--- src/rtl/cp0_pkg.sv ---
// Shared CP0 constants: register numbers, exception codes, PRId value and
// SR/Cause field positions, plus the two-state exception FSM encoding.
package cp0_pkg;

    localparam logic [4:0] CP0_REG_BADVADDR = 5'd8;
    localparam logic [4:0] CP0_REG_SR       = 5'd12;
    localparam logic [4:0] CP0_REG_CAUSE    = 5'd13;
    localparam logic [4:0] CP0_REG_EPC      = 5'd14;
    localparam logic [4:0] CP0_REG_PRID     = 5'd15;

    localparam logic [4:0] EXC_INT     = 5'd0;
    localparam logic [4:0] EXC_ADEL    = 5'd4;
    localparam logic [4:0] EXC_ADES    = 5'd5;
    localparam logic [4:0] EXC_SYSCALL = 5'd8;
    localparam logic [4:0] EXC_RI      = 5'd10;
    localparam logic [4:0] EXC_OV      = 5'd12;

    localparam logic [31:0] CP0_PRID_VALUE = 32'h0000_2004;

    localparam int SR_IE_BIT     = 0;
    localparam int SR_EXL_BIT    = 1;
    localparam int SR_IM_LSB     = 10;
    localparam int SR_IM_MSB     = 15;
    localparam int CAUSE_EXC_LSB = 2;
    localparam int CAUSE_EXC_MSB = 6;
    localparam int CAUSE_IP_LSB  = 10;
    localparam int CAUSE_IP_MSB  = 15;
    localparam int CAUSE_BD_BIT  = 31;

    // The state value is SR.EXL itself.
    typedef enum logic {
        CP0_USER    = 1'b0,
        CP0_HANDLER = 1'b1
    } cp0_state_e;

endpackage

--- src/rtl/exc_cp0.sv ---
// Coprocessor-0 exception unit: SR/Cause/EPC/PRId, interrupt/exception
// arbitration and eret. Optional BadVAddr register under CP0_BADVADDR_EN.
module exc_cp0
    import cp0_pkg::*;
(
    input  logic        clk,
    input  logic        reset,
    input  logic        en,
    input  logic [4:0]  rd_addr,
    input  logic [4:0]  wr_addr,
    input  logic [31:0] din,
    input  logic [31:0] pc_m,
    input  logic [4:0]  exc_m,
    input  logic        bd_m,
    input  logic        eret_m,
    input  logic [5:0]  hw_int,
`ifdef CP0_BADVADDR_EN
    input  logic [31:0] badvaddr_m,
`endif
    output logic [31:0] dout,
    output logic [31:0] epc_out,
    output logic        req
);

    cp0_state_e  state_q, state_d;
    logic [5:0]  sr_im_q, sr_im_d;
    logic        sr_ie_q, sr_ie_d;
    logic        cause_bd_q, cause_bd_d;
    logic [5:0]  cause_ip_q, cause_ip_d;
    logic [4:0]  cause_exc_q, cause_exc_d;
    logic [31:0] epc_q, epc_d;
`ifdef CP0_BADVADDR_EN
    logic [31:0] bva_q, bva_d;
`endif

    logic        sr_exl;
    logic        int_req;
    logic        exc_req;
    logic [31:0] pc_aligned;
    logic [31:0] sr_rd;
    logic [31:0] cause_rd;

    assign sr_exl     = (state_q == CP0_HANDLER);
    assign int_req    = (|(hw_int & sr_im_q)) & sr_ie_q & ~sr_exl;
    assign exc_req    = (exc_m != EXC_INT) & ~sr_exl;
    assign req        = int_req | exc_req;
    assign pc_aligned = pc_m & ~32'd3;
    assign epc_out    = epc_q;

    always_comb begin
        state_d     = state_q;
        sr_im_d     = sr_im_q;
        sr_ie_d     = sr_ie_q;
        cause_bd_d  = cause_bd_q;
        cause_ip_d  = hw_int;
        cause_exc_d = cause_exc_q;
        epc_d       = epc_q;
`ifdef CP0_BADVADDR_EN
        bva_d       = bva_q;
`endif
        if (req) begin
            // Taking the exception swallows any mtc0 or eret on this edge.
            state_d     = CP0_HANDLER;
            cause_bd_d  = bd_m;
            cause_exc_d = int_req ? EXC_INT : exc_m;
            epc_d       = bd_m ? (pc_aligned - 32'd4) : pc_aligned;
`ifdef CP0_BADVADDR_EN
            if (!int_req && (exc_m == EXC_ADEL || exc_m == EXC_ADES)) begin
                bva_d = badvaddr_m;
            end
`endif
        end else begin
            if (en) begin
                case (wr_addr)
                    CP0_REG_SR: begin
                        sr_im_d = din[SR_IM_MSB:SR_IM_LSB];
                        sr_ie_d = din[SR_IE_BIT];
                        state_d = cp0_state_e'(din[SR_EXL_BIT]);
                    end
                    CP0_REG_EPC: epc_d = din;
                    default: ;
                endcase
            end
            if (eret_m) begin
                state_d = CP0_USER;
            end
        end
    end

    always_ff @(posedge clk) begin
        if (reset) begin
            state_q     <= CP0_USER;
            sr_im_q     <= '0;
            sr_ie_q     <= 1'b0;
            cause_bd_q  <= 1'b0;
            cause_ip_q  <= '0;
            cause_exc_q <= '0;
            epc_q       <= '0;
`ifdef CP0_BADVADDR_EN
            bva_q       <= '0;
`endif
        end else begin
            state_q     <= state_d;
            sr_im_q     <= sr_im_d;
            sr_ie_q     <= sr_ie_d;
            cause_bd_q  <= cause_bd_d;
            cause_ip_q  <= cause_ip_d;
            cause_exc_q <= cause_exc_d;
            epc_q       <= epc_d;
`ifdef CP0_BADVADDR_EN
            bva_q       <= bva_d;
`endif
        end
    end

    always_comb begin
        sr_rd = '0;
        sr_rd[SR_IM_MSB:SR_IM_LSB] = sr_im_q;
        sr_rd[SR_EXL_BIT]          = sr_exl;
        sr_rd[SR_IE_BIT]           = sr_ie_q;

        cause_rd = '0;
        cause_rd[CAUSE_BD_BIT]                = cause_bd_q;
        cause_rd[CAUSE_IP_MSB:CAUSE_IP_LSB]   = cause_ip_q;
        cause_rd[CAUSE_EXC_MSB:CAUSE_EXC_LSB] = cause_exc_q;

        case (rd_addr)
`ifdef CP0_BADVADDR_EN
            CP0_REG_BADVADDR: dout = bva_q;
`endif
            CP0_REG_SR:       dout = sr_rd;
            CP0_REG_CAUSE:    dout = cause_rd;
            CP0_REG_EPC:      dout = epc_q;
            CP0_REG_PRID:     dout = CP0_PRID_VALUE;
            default:          dout = '0;
        endcase
    end

endmodule

--- config.mk ---
export PLATFORM = sky130hd
export DESIGN_NAME = exc_cp0
export DESIGN_NICKNAME = d
export VERILOG_FILES = /design/src/rtl/cp0_pkg.sv /design/src/rtl/exc_cp0.sv
export SDC_FILE = /design/constraint.sdc
export NUM_CORES = 1
export LEC_CHECK = 0
export ABC_AREA = 1
export CAP_MARGIN = 10
export CORE_AREA = 2 2 113 115
export DETAILED_ROUTE_END_ITERATION = 12
export DIE_AREA = 0 0 115 117
export HOLD_SLACK_MARGIN = 0.15
export PLACE_DENSITY_LB_ADDON = 0.08
export SYNTH_ARGS = -nofsm -noshare
export SYNTH_HDL_FRONTEND = slang
export SYNTH_SLANG_ARGS = --single-unit
--- constraint.sdc ---
create_clock -name clk -period 2.85 [get_ports clk]
set_input_delay 0.57 -clock clk [delete_from_list [all_inputs] [get_ports clk]]
set_output_delay 0.57 -clock clk [all_outputs]
set_load 0.01 [all_outputs]
Word level (Yosys, flattened, before mapping). Index checks and enable logic that the tools add are counted.

Add/sub/neg operators: 1. Equality and inequality tests: 6. Multiplexer cells: 10. Bitwise gates (word level): 7. Reductions and logical operators: 9.

Operators by type and width (count): 32-bit two-way mux (4); 32-bit one-hot mux with 4 select lines (1); 32-bit by 3-bit subtractor with 32-bit output (second input constant) (1); 5-bit by 4-bit equality test with 1-bit output (second input constant) (6); 6-bit bitwise AND (1); 3-bit nonzero test (2); 6-bit OR reduction (1); 5-bit two-way mux (1); 5-bit nonzero test (1); 1-bit two-way mux (4); 2-bit AND reduction (2); 2-bit nonzero test (2); 1-bit bitwise AND (3); 3-bit AND reduction (1); 1-bit inverter (2); 1-bit bitwise OR (1).

Flip-flop bits (word level): 52. Bits of input ports: 90. Output and inout port bits: 65. Logic and storage cells: 40.

Logic depth before layout (Yosys ltp). Gate-level depths: netlist (run 1).

Depth in word-level cells: 7. Mapped depth: 12. Mapped depth without buffers: 12.

Least setup slack after synthesis (run 1). Ideal clock, no wire load.

Kind: input to output. From: input port hw_int[2]. To: output port req. Arrival: 1.334 ns. Data required time: 2.280 ns. Setup slack: 0.946 ns. Stages on the path: 8. Path buffers: 2. Path through: nand2_1 -> nand2_1 -> nor2_2 -> nand3_2 -> nand3_4 -> nand2_4 -> buf_12 -> buf_4.

Longest elaborated chain between the ends: 5.

Ends and longest elaborated chain: start, declared (line exc_cp0.sv:16) `input logic [5:0] hw_int,`; 6-bit bitwise AND (line exc_cp0.sv:44) `assign int_req = (|(hw_int & sr_im_q)) & sr_ie_q & ~sr_exl;`; 6-bit OR reduction (line exc_cp0.sv:44); 1-bit bitwise AND (2 in a row) (line exc_cp0.sv:44); 1-bit bitwise OR (line exc_cp0.sv:46) `assign req = int_req | exc_req;`; end, declared (line exc_cp0.sv:22) `output logic req`.

No other way between the ends.

Worst setup path in the final report (run 1).
From: input port rd_addr[3]. To: output port dout[17].

Longest elaborated chain between the ends: 2. Elaborated cells on any way between the ends: 5. Those cells by class: eq/ne: 4; mux: 1.

Ends and longest elaborated chain: start, declared (line exc_cp0.sv:9) `input logic [4:0] rd_addr,`; 5-bit by 4-bit equality test with 1-bit output (line exc_cp0.sv:127) `case (rd_addr)`; 32-bit one-hot mux with 4 select lines (*) (line exc_cp0.sv:127); end, declared (line exc_cp0.sv:20) `output logic [31:0] dout,`.

Every way passes the cells marked *; elsewhere a longest branch is shown, timed or not.

==> results of run 1 <==
## stage by stage
step / area (µm²) / TNS, ps / total power [µW]
floorplan: 3630 / 0 / 1084
finish: 5473 / 0 / 1974
CTS: 5418 / 0 / 1985
detailed placement: 5270 / -1026 / 1373
global route: 5473 / -15.74 / 2078
global placement: 5270 / -723.4 / 1371
## cell usage after synthesis, types with 4 or more instances
master	number	area share (%)
nand2_1	167	17
nor2_1	99	10
inv_1	79	8.2
dfxtp_1	52	29
o21ai_0	37	5.1
nand3_1	16	2.2
nand4_1	15	2.6
a21oi_1	14	1.9
xor2_1	13	3.1
a21oi_2	9	2.2
nand2_2	7	1.2
clkbuf_1	6	0.62
a31oi_1	5	0.86
buf_6	5	1.6
o211ai_1	5	1.0
o21ai_1	5	0.69
a211oi_2	4	1.4
buf_2	4	0.55
buf_4	4	0.83
nor2_2	4	0.69
xnor2_1	4	0.97
## final cells by class
cell class | count | area, µm² | share of cell area (%)
Multi-Input combinational cell | 430 | 2143 | 39.16
Timing Repair Buffer | 162 | 1632 | 29.81
Sequential cell | 52 | 1041 | 19.02
Inverter | 83 | 321.6 | 5.876
Tap cell | 150 | 187.7 | 3.429
Clock buffer | 6 | 138.9 | 2.538
Clock inverter | 1 | 8.758 | 0.1600
## critical path: stages
cell and delay, ps:
clkdlybuf4s50_1 460, nand2_1 110, nor2_4 130, nand2_4 90
buf_8 170, nor2_1 110, clkdlybuf4s50_1 540
## worst min-delay path by stage
stage	start	endpoint	slack, ps
floorplan	cause_exc_q[2]	cause_exc_q[2]	440
detailed placement	cause_exc_q[4]	cause_exc_q[4]	470
finish	cause_exc_q[4]	cause_exc_q[4]	480
CTS	cause_exc_q[4]	cause_exc_q[4]	480
global route	cause_exc_q[2]	cause_exc_q[2]	500
global placement	cause_exc_q[3]	cause_exc_q[3]	460
## logic make-up after synthesis
kind of cell / synth area share (%)
mux: 0.2758
simple gates: 38.33
buf+inv: 12.82
fa+ha+maj: 0.3447
compound gates: 15.44
flops: 28.68
xor+xnor: 4.102
## layer usage
metal	share of wire [%]	up-vias
li1	-	2129
met1	49	1851
met2	45	122
met3	4.9	15
met4	1.3	0
met5	0	-
## sequential cells by signal, summed over array words and instances, names as in the netlist
| signal | flops |
|---|---|
| cause_bd_q | 1 |
| cause_exc_q | 5 |
| cause_ip_q | 6 |
| epc_out | 32 |
| sr_exl | 1 |
| sr_ie_q | 1 |
| sr_im_q | 6 |
## report_power, final
part | switching, µW | total [µW] | internal [µW]
Clock | 269 | 616 | 347
Combinational | 273 | 542 | 269
Sequential | 37.5 | 817 | 780
## repair_timing
action | 4_1_cts | 5_1_grt
pin swaps | 0 | 0
setup endpoints to repair | 29 | 26
hold buffers | 0 | 0
buffers inserted | 0 | 1
gates resized for setup | 9 | 19
==> impl_metrics.json, run 1 <==
{
  "top_usage_layer": "met2",
  "endpoint": "dout[17]",
  "cts_buffers": 5,
  "synth-edff-count": 0,
  "final_cells": 884,
  "synth.cell_area_mm2": 0.003630,
  "layout_setup_ws_ps": 92.81,
  "crit_type": "in -> out",
  "fillers": 1316,
  "wirelength_mm": 13.29,
  "synth.distinct_cells": 42,
  "diodes": 0,
  "synth-seq-area-share_pct": 28.68,
  "arrival_ps": 2190,
  "synth_cells": 585,
  "hold_class": "reg -> reg",
  "rr_startpoint": "sr_im_q[2]",
  "dieWidth_um": 115,
  "hold_violations": 0,
  "post-route-util_pct": 44.45,
  "vias_per_cell": 4.657,
  "clock_path_buffers": 2,
  "fin_crit_sh_pct": 96.74,
  "drt_iter0_drc": 237,
  "finalSetupViolations": 0,
  "gp_congestion": 0.8458,
  "ios": 155,
  "cts.sinks": 52,
  "grt_max_degree": 47,
  "peakVddDrop_mv": 0.2125,
  "crit_required_ps": 2280,
  "clk_pin_slew_worst_paths_ps": 70,
  "critPathLaunch": "rd_addr[3]",
  "status": "finished, final reports clean",
  "coreArea_mm2": 0.01231,
  "clk_latency_ps": 290,
  "yosysWarnings": 0,
  "skew_ps": 8.240,
  "grt_pass1_vias": 3931,
  "rrSetupSlack_ps": 1100,
  "die-height_um": 117,
  "slew_viol_final": 0,
  "grt_antenna_before_repair": 0,
  "fin_nets": 825,
  "place_inst": 876,
  "max_cap_violations": 0,
  "grt-ovfl-total": 0,
  "drcViolationCount": 0,
  "drtPass1Iterations": 4,
  "async_reset_ff_share_pct": 0,
  "die-area_mm2": 0.01346,
  "port_buffers": 152,
  "p_per_area_mw_per_mm2": 360.7,
  "r2r-end": "epc_out[22]",
  "hpwl_mm": 10.64,
  "met2_usage_pct": 32.55,
  "use_met1_pct": 27.47,
  "rr_worst_depth": 10,
  "avgSynthCellArea_um2": 6.205,
  "cts_tree": "done",
  "dp_slack_ps": -115.0,
  "relSlewSlack_pct": 41.27,
  "startpoint_type": "primary input",
  "crit_fanout": 18,
  "synth_fp_nets": 676,
  "fmax_ghz": 0.3627,
  "antenna_left": 0,
  "drive_gt1_share_pct": 8.856,
  "mostFrequentLayoutCell": "nand2_1",
  "worst_slew_pin_slew_ps": 880.0,
  "synth_seq_cells": 52,
  "cp-end-kind": "output pin",
  "hold_path_depth": 2,
  "synth-main-ff-cell": "dfxtp_1",
  "whs_ps": 478.1,
  "grt_pass1_wl_mm": 20.56,
  "synthToLayoutAreaGrowth_pct": 50.78,
  "leakagePower_uw": 0.002455,
  "initial_core_util_pct": 29.48,
  "h-tree-depth": 2,
  "use_met3_pct": 2.935,
  "final_cell_mix": "nand2_1 (166), clkdlybuf4s50_1 (137), nor2_1 (96)",
  "fp-row-count": 41,
  "min_period_ps": 2757,
  "vias": 4117,
  "wl_per_cell_um": 15.03,
  "grt_usage_pct": 19.75,
  "cts_root_buf": "clkbuf_16"
}
No activity file was read; power rests on OpenSTA's default activity.
==> inputs of run 2 (changes only) <==
--- a/config.mk
+++ b/config.mk
@@ -12,6 +12,7 @@
 export DIE_AREA = 0 0 115 117
 export HOLD_SLACK_MARGIN = 0.15
 export PLACE_DENSITY_LB_ADDON = 0.08
+export SKIP_CTS_REPAIR_TIMING = 1
 export SYNTH_ARGS = -nofsm -noshare
 export SYNTH_HDL_FRONTEND = slang
 export SYNTH_SLANG_ARGS = --single-unit
==> run 2 against run 1 <==
Setup slack lost 29 ps. Global-route usage is essentially flat. Maximum frequency shrank 1.1%. Via count is essentially flat. Combinational power is essentially flat. Clock power is essentially flat. Sequential power is essentially flat. Clock skew is essentially flat. Sequential share of layout area shrank 0.15 points. Critical path type unchanged. Largest cell class unchanged.
==> impl_metrics.json, run 2 (same netlist as run 1, synthesis figures left out) <==
{
  "gp_congestion": 0.8458,
  "die-area_mm2": 0.01346,
  "cp-end-kind": "output pin",
  "clk_pin_slew_worst_paths_ps": 70,
  "max_cap_violations": 0,
  "die-height_um": 117,
  "cpMostUsedCell": "clkdlybuf4s50_1",
  "largest_register_ffs": 32,
  "cts_root_buf": "clkbuf_16",
  "startpoint_type": "primary input",
  "ios": 155,
  "min_period_ps": 2787,
  "whs_ps": 478.5,
  "cts.sinks": 52,
  "final_cell_mix": "nand2_1 (166), clkdlybuf4s50_1 (134), nor2_1 (96)",
  "antenna_left": 0,
  "vias_per_cell": 4.644,
  "skew_ps": 8.576,
  "slowest_stage": "clkdlybuf4s50_1",
  "h-tree-depth": 2,
  "clk_latency_ps": 290,
  "finalSetupViolations": 0,
  "drcViolationCount": 0,
  "synthToLayoutAreaGrowth_pct": 51.95,
  "rr_worst_depth": 10,
  "fp-row-count": 41,
  "fmax_ghz": 0.3589,
  "crit_type": "in -> out",
  "r2r-end": "epc_out[22]",
  "drtPass1Iterations": 4,
  "wl_per_cell_um": 15.05,
  "wirelength_mm": 13.33,
  "peakVddDrop_mv": 0.2120,
  "critPathMaxStageDelay_ps": 550,
  "crit_required_ps": 2280,
  "rrSetupSlack_ps": 1110,
  "grt_usage_pct": 19.72,
  "fin_crit_sh_pct": 97.77,
  "min-delay-start": "cause_exc_q[4]",
  "hold_class": "reg -> reg",
  "relSlewSlack_pct": 41.84,
  "grt_pass1_wl_mm": 20.52,
  "hold_path_depth": 2,
  "worst_slew_pin_slew_ps": 871.4,
  "status": "finished, final reports clean",
  "clock_path_buffers": 2,
  "mostFrequentLayoutCell": "nand2_1",
  "crit_fanout": 18,
  "slew_viol_final": 0,
  "port_buffers": 152,
  "vias": 4115,
  "min_to": "cause_exc_q[4]",
  "cp_cell_sequence": "clkdlybuf4s50_1 > inv_1 > nor2_4 > nand2_4 > buf_6 > nor2_1 > clkdlybuf4s50_1",
  "grt_max_degree": 47,
  "cts_buffers": 5,
  "drt_iter0_drc": 245,
  "grt_antenna_before_repair": 0,
  "cts_tree": "done",
  "grt-ovfl-total": 0,
  "drive_gt1_share_pct": 9.103,
  "initial_core_util_pct": 29.48,
  "grt_pass1_vias": 3917,
  "hpwl_mm": 10.64,
  "hold_violations": 0,
  "leakagePower_uw": 0.002590,
  "arrival_ps": 2220,
  "rr_startpoint": "sr_im_q[2]",
  "p_per_area_mw_per_mm2": 357.8,
  "coreArea_mm2": 0.01231,
  "placed_area_mm2": 0.005270,
  "rsz0062_at_grt": "no",
  "diodes": 0,
  "fin_area_mm2": 0.005515,
  "fin_nets": 827,
  "dieWidth_um": 115
}
run 2: worst max-delay path: cells and delay by family:
family                 cells  cell delay (ps)
buffers and inverters      4             1300
AND/OR/NAND/NOR            3              320
run 2: final cells by class:
cell class,instances,area (µm²)
timing repair inverter,1,7.507
inverter,83,322.8
clock buffer,6,138.9
fill,1313,6797
sequential,52,1041
multi-input combinational,430,2143
clock inverter,1,8.758
tap,150,187.7
timing repair buffer,163,1665
run 2: how the worst max path moves through the flow:
stage               startpoint  slack (ps)       end  cells past startpoint
CTS                 rd_addr[3]        -120   dout[6]                      8
global placement    rd_addr[0]         -80  dout[31]                      6
finish              rd_addr[1]          60  dout[20]                      7
global route        rd_addr[2]           1  dout[30]                      7
floorplan            hw_int[2]         950       req                      8
detailed placement  rd_addr[3]        -120   dout[6]                      8
run 2: per-stage QoR:
stage / util [%] / setup slack [ps] / power [µW] / setup TNS (ps) / std cells
after floorplan: - / 945.6 / 1084 / 0 / 585
after global placement: 42.80 / -83.15 / 1371 / -723.4 / 876
after detailed placement: 42.80 / -115.0 / 1373 / -1026 / 876
after CTS: 44.00 / -122.3 / 1985 / -1218 / 883
after global routing: 44.80 / 0.9721 / 2079 / 0 / 886
final: 44.80 / 63.48 / 1973 / 0 / 886
run 2: power by group:
part           switching, µW  internal, µW
sequential              36.8           780
combinational            272           270
clock                    268           347
run 2: layer usage:
layer	vias up	wire (µm)	global-route usage, %
met5	-	0	0
met4	0	135	4.337
met2	116	6066	32.43
met3	13	693	2.935
met1	1851	6434	27.47
li1	2135	-	-
